File: src/rtl/cpu_pkg.sv
// Shared types and constants for the fetch/decode controller: widths, opcodes,
// controller states and the NOP encoding.
package cpu_pkg;

    localparam int PC_W    = 3;
    localparam int INSTR_W = 8;

    typedef enum logic [1:0] {
        OP_ADD   = 2'b00,
        OP_AND   = 2'b01,
        OP_LOAD  = 2'b10,
        OP_STORE = 2'b11
    } opcode_t;

    typedef enum logic [2:0] {
        ST_IDLE   = 3'd0,
        ST_FETCH  = 3'd1,
        ST_DECODE = 3'd2,
        ST_EXEC   = 3'd3,
        ST_MEM    = 3'd4,
        ST_WB     = 3'd5,
        ST_HALT   = 3'd6
    } state_t;

    localparam logic [INSTR_W-1:0] NOP_INSTR = 8'h00;

endpackage

File: src/rtl/instr_decoder.sv
// Purely combinational field extraction from the latched instruction register.
module instr_decoder
    import cpu_pkg::*;
(
    input  logic [INSTR_W-1:0] ir,
    output logic [1:0]         opcode,
    output logic [1:0]         rd,
    output logic [1:0]         rs,
    output logic [1:0]         mem_addr,
    output logic               alu_op,
    output logic               is_nop
);

    assign opcode   = ir[7:6];
    assign rd       = ir[5:4];
    assign rs       = ir[3:2];
    assign mem_addr = ir[1:0];
    // Only bit 6 distinguishes ADD from AND.
    assign alu_op   = ir[6];
    assign is_nop   = (ir == NOP_INSTR);

endmodule

File: src/rtl/fetch_decode_ctrl.sv
// Multi-cycle fetch/decode/execute sequencer for a tiny 8-bit ISA.
// Define FETCH_HALT_ON_WRAP_EN to enter HALT when the instruction at pc=7 retires.
module fetch_decode_ctrl
    import cpu_pkg::*;
(
    input  logic               clk,
    input  logic               rst,
    input  logic               start,
    input  logic               stall,
    output logic [PC_W-1:0]    instr_addr,
    input  logic [INSTR_W-1:0] instr_data,
    output logic [PC_W-1:0]    pc,
    output logic [INSTR_W-1:0] ir,
    output logic [1:0]         opcode,
    output logic [1:0]         rd,
    output logic [1:0]         rs,
    output logic [1:0]         mem_addr,
    output logic               alu_en,
    output logic               alu_op,
    output logic               mem_re,
    output logic               mem_we,
    output logic               reg_we,
    output logic               instr_done,
    output logic               halted
);

    state_t state;
    state_t next_state;
    state_t retire_state;
    logic   is_nop;
    logic   wrap_halt;

    instr_decoder u_decoder (
        .ir       (ir),
        .opcode   (opcode),
        .rd       (rd),
        .rs       (rs),
        .mem_addr (mem_addr),
        .alu_op   (alu_op),
        .is_nop   (is_nop)
    );

    assign instr_addr = pc;

`ifdef FETCH_HALT_ON_WRAP_EN
    assign wrap_halt = (pc == '1);
    assign halted    = (state == ST_HALT);
`else
    assign wrap_halt = 1'b0;
    assign halted    = 1'b0;
`endif

    assign retire_state = wrap_halt ? ST_HALT : ST_FETCH;

    // pc advances on the same edge that instr_done is high, so it tracks retirement exactly.
    always_ff @(posedge clk) begin
        if (rst) begin
            state <= ST_IDLE;
            pc    <= '0;
            ir    <= '0;
        end else begin
            state <= next_state;
            if (state == ST_FETCH && !stall) begin
                ir <= instr_data;
            end
            if (instr_done) begin
                pc <= pc + 1'b1;
            end
        end
    end

    always_comb begin
        next_state = state;
        if (!stall) begin
            case (state)
                ST_IDLE:   if (start) next_state = ST_FETCH;
                ST_FETCH:  next_state = ST_DECODE;
                ST_DECODE: begin
                    if (is_nop) begin
                        next_state = retire_state;
                    end else if (opcode == OP_ADD || opcode == OP_AND) begin
                        next_state = ST_EXEC;
                    end else begin
                        next_state = ST_MEM;
                    end
                end
                ST_EXEC:   next_state = ST_WB;
                ST_MEM:    next_state = (opcode == OP_LOAD) ? ST_WB : retire_state;
                ST_WB:     next_state = retire_state;
                ST_HALT:   next_state = ST_HALT;
                default:   next_state = ST_IDLE;
            endcase
        end
    end

    // Strobes are Moore outputs of the current state, all suppressed while stalled.
    always_comb begin
        alu_en     = 1'b0;
        mem_re     = 1'b0;
        mem_we     = 1'b0;
        reg_we     = 1'b0;
        instr_done = 1'b0;
        if (!stall) begin
            case (state)
                ST_DECODE: instr_done = is_nop;
                ST_EXEC:   alu_en = 1'b1;
                ST_MEM: begin
                    if (opcode == OP_LOAD) begin
                        mem_re = 1'b1;
                    end else begin
                        mem_we     = 1'b1;
                        instr_done = 1'b1;
                    end
                end
                ST_WB: begin
                    reg_we     = 1'b1;
                    instr_done = 1'b1;
                end
                default: ;
            endcase
        end
    end

endmodule

File: config.mk
export PLATFORM = sky130hd
export DESIGN_NAME = fetch_decode_ctrl
export DESIGN_NICKNAME = d
export VERILOG_FILES = /design/src/rtl/cpu_pkg.sv /design/src/rtl/instr_decoder.sv /design/src/rtl/fetch_decode_ctrl.sv
export SDC_FILE = /design/constraint.sdc
export NUM_CORES = 1
export LEC_CHECK = 0
export ABC_CLOCK_PERIOD_IN_PS = 2450
export CORE_MARGIN = 2
export CORE_UTILIZATION = 35
export DETAILED_ROUTE_END_ITERATION = 6
export HOLD_SLACK_MARGIN = 0.06
export PLACE_DENSITY = 0.76
export SLEW_MARGIN = 20
export SYNTH_ARGS = -nofsm -noshare
export SYNTH_HDL_FRONTEND = slang
export SYNTH_SLANG_ARGS = --single-unit
export TNS_END_PERCENT = 100
File: constraint.sdc
create_clock -name clk -period 2.45 [get_ports clk]
set_input_delay 0.49 -clock clk [delete_from_list [all_inputs] [get_ports clk]]
set_output_delay 0.49 -clock clk [all_outputs]
set_load 0.1 [all_outputs]
==> results of run 1 <==
-- placed cells by master (no fill, tap or decap) --
cell type,count
o22ai_1,1
dfxtp_2,2
inv_1,4
a21o_1,1
nor4_2,1
nor3_4,1
nor4_4,1
mux2i_1,1
dfxtp_1,12
o21ai_0,3
o21bai_1,1
nand3b_1,1
buf_4,28
and3_1,1
nand2_1,17
nor4b_2,2
conb_1,1
nor2_4,1
a211oi_1,2
a21oi_1,14
clkbuf_8,1
or3b_1,1
nor2_1,5
xor2_1,1
clkbuf_4,3
buf_12,5
nor3b_1,1
nand2b_1,1
a32oi_2,1
nor2b_1,2
ha_1,1
and2_1,1
clkdlybuf4s50_1,11
or3_1,2
-- stage by stage --
stage	setup slack (ns)	instances	power, W	hold slack (ns)
after global routing	0.0275	159	0.000585	0.528
after detailed placement	0.0887	155	0.000400	0.495
after floorplan	0.0442	101	0.000365	0.552
after CTS	0.0854	159	0.000566	0.508
after global placement	0.106	155	0.000398	0.491
final	0.101	159	0.000559	0.512
-- sequential cells by signal (all words and copies together), names as in the netlist --
signal,flops
ir,8
instr_addr,3
state,3
-- per-layer routing --
layer	track usage, %	part of all wire (%)
met5	0	0
met4	8.97	0.90
met3	3.39	5.4
met2	25.2	49
met1	17.1	45
-- how the worst max path moves through the flow --
| stage | from | end | depth (start not counted) |
|---|---|---|---|
| global route | stall | instr_done | 6 |
| floorplan | ir[0]$_SDFFE_PP0P_ | instr_done | 3 |
| global placement | stall | reg_we | 5 |
| detailed placement | stall | mem_we | 4 |
| finish | stall | mem_we | 4 |
| CTS | stall | mem_we | 4 |
-- worst max-delay path, stage by stage --
cell,delay (ns)
clkdlybuf4s50_1,0.49
or3_1,0.43
nor3_4,0.24
buf_12,0.20
-- area by class of cell --
cell class,count,share of cell area [%]
multi-input cells,65,34.4
well taps,28,2.91
flip-flops and latches,14,23.5
inverters,4,1.25
clock buffers,4,3.01
repair buffers,44,34.9
-- power groups by stage --
stage                     registers, W  clock network (W)  logic (W)
after floorplan               0.000276                  0  0.0000884
after global placement        0.000248                  0   0.000151
after detailed placement      0.000248                  0   0.000152
after CTS                     0.000243           0.000171   0.000152
after global routing          0.000244           0.000182   0.000158
final                         0.000243           0.000164   0.000152
-- cell families (layout without fill, tap and decap cells) --
kind of cell | Yosys count | count (layout) | synth area share [%]
other | 1 | 1 | 0.449
xor gates and xnor gates | 1 | 1 | 1.05
DFF | 14 | 14 | 33.5
buffers and inverters | 22 | 52 | 19.2
adders and majority gates | 1 | 1 | 1.50
muxes | 1 | 1 | 1.20
AOI/OAI and AO/OA | 23 | 23 | 16.5
and+or+nand+nor | 38 | 38 | 26.6
==> qor.csv, run 1 <==
metric,value,unit
status,"complete, no violations",
root_buffer,clkbuf_4,
cts-resized-gates,0,
clock_latency,0.28,ns
holdBufCountCts,0,
p_seq_share,43.5,%
pwr_density_cell,464,mW/mm2
synth_top_cell_by_area,dfxtp_1,
hold_depth,2,
p_sw_share,33.7,%
antenna_found_initial,0,
wl_per_cell,11.9,um
fin_crit,2.35,ns
io-pin-count,41,
first_iter_violations,10,
cellLeakagePower,0.497,nW
worst_pin_slew,0.515,ns
maxCapViolCount,0,
clk_pin_slew_worst_paths,0.08,ns
setup_viol,0,
num_antenna_cells,0,
nets,145,
switchingPower,0.000188,W
post-route-period-util,95.9,%
place_area,0.00117,mm2
maxSlewViolCount,0,
hold_path_end,ir[0]$_SDFFE_PP0P_,
yosysWarnings,0,
ant_nets,0,
dr.pass1.iters,4,
yosysUniqueCellTypes,32,
clkSinkCount,14,
fin_util,53.9,%
ys_seq_elements,14,
synth_seq_area_share,33.5,%
stdcell_area,0.00120,mm2
ys_async_sr_fraction,0,%
r2r-start,state[1]$_SDFFE_PP0P_,
dpl.hpwl,1440,um
crit_path_end_kind,primary output,
rsz0062_at_grt,no,
hp-start,ir[0]$_SDFFE_PP0P_,
gr-usage-all-layers,15.0,%
slew_headroom,65.6,%
p_comb_share,27.1,%
syn_inst,101,
core_region_area,0.00223,mm2
p_int,0.000371,W
synthFlopType,dfxtp_1,
die_h,52.9,um
htree_num_levels,1,
grt_overflow,0,
area_delta_synth_final,44.0,%
drc,0,
multiInputGateArea,414,um2
finalSetupTns,0,ns
start_util,37.4,%
num_vias,779,
crit_required,1.96,ns
hold_viol,0,
drive_gt1_share,35.1,%
r2r_end,instr_addr[2]$_SDFFE_PP0P_,
grt_pass1_vias,703,
die_w,52.9,um
seq_area,283,um2
synth_edf_count,0,
max_freq,426,MHz
crit_type,input pin to primary output,
hold_class,flip-flop to flip-flop,
arrival,1.86,ns
synth_area_per_cell,8.28,um2
die_area,0.00279,mm2
viasPerCell,4.90,
gp_congestion,0.809,
clock_skew,0.00520,ns
drt_wl_total,1900,um
cts_made_buffers,3,
p_clk_share,29.4,%
clock_tree.buffer_depth,2,
fill_cells,205,
synth_most_common_cell,nand2_1,
reg2reg_slack,0.77,ns
io_buffers,39,
postCtsSetupBuffers,0,
cts_tree,yes,
netlist_area,836,um2
synth.top_cells.by_count,"nand2_1 (17), a21oi_1 (14), dfxtp_1 (14)",
num_rows,17,
start_kind,input pin,
r2r.worst_path.cells,5,
synth_area_leaders,"dfxtp_1 (34%), buf_4 (12%), a21oi_1 (8.4%), nand2_1 (7.6%), nor4b_2 (3.6%)",
syn_nets,114,
grt_max_degree,15,
synth_top_area_share,33.5,%
crit_fanout,5,
grt_pass1_wl,2980,um
max-vdd-ir-drop,0.386,mV
Power figures use the tool's default switching activity.
==> inputs of run 2 (changes only) <==
CAP_MARGIN = 25   (was unset)
==> results of run 2 <==
No change in the layout: final DEF, timing and power equal those of run 1.
==> inputs of run 3 (changes only) <==
DONT_BUFFER_PORTS = 1   (was unset)
PLACE_DENSITY = 0.54   (was 0.76)
==> qor.csv, run 3 (synthesis gave the netlist of run 1 again) <==
metric,value,unit,change
clock_skew,0.00704,ns,+0.00183 ns
grt_max_degree,15,,unchanged
cts-resized-gates,0,,unchanged
dpl.hpwl,1280,um,-11%
drc,0,,unchanged
crit_path_end_kind,primary output,,
hold_class,input pin to flip-flop,,
die_h,52.9,um,unchanged
reg2reg_slack,0.84,ns,+0.07 ns
viasPerCell,4.99,,+1.9%
nets,119,,-18%
grt_overflow,0,,unchanged
r2r.worst_path.cells,4,,-1
maxSlewViolCount,0,,unchanged
worst_slack,0.192,ns,+0.0915 ns
area_delta_synth_final,17.5,%,
root_buffer,clkbuf_4,,
start_kind,flip-flop,,
holdBufCountCts,0,,unchanged
grt_pass1_wl,2760,um,-7.4%
cp_slowest_cell,dfxtp_1,,
final_common_cell,nand2_1,,
largest_register_ffs,8,,unchanged
hp-start,rst,,
crit_required,1.96,ns,about the same
fin_crit,2.26,ns,-0.0915 ns
hold_depth,1,,-1
hold_viol,0,,unchanged
slew_headroom,40.6,%,-25 points
io-pin-count,41,,unchanged
ant_nets,0,,unchanged
drt_wl_total,1700,um,-10%
crit_fanout,9,,+4
r2r-start,state[0]$_SDFFE_PP0P_,,
r2r_end,ir[5]$_SDFFE_PP0P_,,
start_util,37.4,%,unchanged
core_region_area,0.00223,mm2,unchanged
num_antenna_cells,0,,unchanged
die_w,52.9,um,unchanged
mostFrequentLayoutCells,"nand2_1 (17), a21oi_1 (14), buf_4 (14)",,
fill_cells,219,,+6.8%
clk_pin_slew_worst_paths,0.09,ns,about the same
crit_chain,"inv_1, or3_1, nor3_4, buf_12",,
setup_viol,0,,unchanged
gr-usage-all-layers,13.6,%,-1.4 points
drive_gt1_share,38.1,%,+3.0 points
arrival,1.77,ns,-0.09 ns
antenna_found_initial,0,,unchanged
finalSetupTns,0,ns,unchanged
max-vdd-ir-drop,0.298,mV,-23%
io_buffers,0,,-100%
cts_made_buffers,3,,unchanged
grt_pass1_vias,636,,-9.5%
max_freq,443,MHz,+4.1%
clock_tree.buffer_depth,2,,unchanged
largest-register,ir,,
status,"complete, no violations",,
critPathMaxStageDelay,0.50,ns,about the same
dr.pass1.iters,3,,-1
rsz0062_at_grt,no,,
die_area,0.00279,mm2,unchanged
gp_congestion,0.838,,+3.5%
worst_pin_slew,0.889,ns,+0.374 ns
post-route-period-util,92.1,%,-3.7 points
cts_tree,yes,,
crit_type,flip-flop to primary output,,
hold_path_end,instr_addr[2]$_SDFFE_PP0P_,,
clock_latency,0.28,ns,about the same
clkSinkCount,14,,unchanged
cellLeakagePower,0.377,nW,-24%
first_iter_violations,5,,-5
maxCapViolCount,0,,unchanged
pwr_density_cell,535,mW/mm2,+15%
wl_per_cell,12.8,um,+7.0%
post-place-ws,0.489,ns,+0.401 ns
num_rows,17,,unchanged
num_vias,664,,-15%
postCtsSetupBuffers,0,,unchanged
htree_num_levels,1,,unchanged
run 3: cell count changes in the layout (fill, tap and decap cells not counted), sizes merged:
cell / before / now
buf: 33 / 18
clkdlybuf4s50: 11 / 0
run 3: final cells by class:
| type | instances | area (um2) | area share (%) |
|---|---|---|---|
| clock buffers | 4 | 36.3 | 3.69 |
| inverters | 4 | 15.0 | 1.53 |
| multi-input cells | 65 | 414 | 42.2 |
| flip-flops and latches | 14 | 297 | 30.2 |
| well taps | 28 | 35.0 | 3.57 |
| repair buffers | 18 | 185 | 18.9 |
run 3: critical path, delay by kind of cell (launching register included):
family | cells | cell delay [ns]
buf+inv | 2 | 0.32
simple gates | 2 | 0.67
flops | 1 | 0.50
run 3: routing by layer:
metal | share of wire (%) | wire [um] | track usage [%]
met4 | 0.71 | 12 | 7.69
met3 | 6.9 | 118 | 2.54
met2 | 49 | 838 | 22.7
met1 | 43 | 730 | 16.2
met5 | 0 | 0 | 0
run 3: report_power, final:
group          total, W  switching, W  internal (W)
logic          0.000121     0.0000978     0.0000233
clock network  0.000164     0.0000739     0.0000904
registers      0.000240    0.00000644      0.000233
total          0.000525      0.000178      0.000347
run 3: metrics by stage:
stage | std cells | utilization, % | total power (W) | hold WS, ns | instance area [um2]
floorplan | 101 | - | 0.000365 | 0.552 | 857
global placement | 129 | 42.4 | 0.000365 | 0.496 | 946
detailed placement | 129 | 42.4 | 0.000367 | 0.507 | 946
CTS | 133 | 44.0 | 0.000532 | 0.249 | 982
global route | 133 | 44.0 | 0.000546 | 0.250 | 982
finish | 133 | 44.0 | 0.000525 | 0.263 | 982
run 3: worst max-delay path by stage:
stage,start,end,slack [ns],cells after the start
6_report,state[2]$_SDFFE_PP0P_,mem_we,0.19,4
5_1_grt,state[2]$_SDFFE_PP0P_,mem_we,0.12,4
4_1_cts,state[2]$_SDFFE_PP0P_,mem_we,0.17,4
3_5_place_dp,state[2]$_SDFFE_PP0P_,mem_we,0.49,4
3_3_place_gp,state[2]$_SDFFE_PP0P_,mem_we,0.51,4
2_1_floorplan,ir[0]$_SDFFE_PP0P_,instr_done,0.04,3
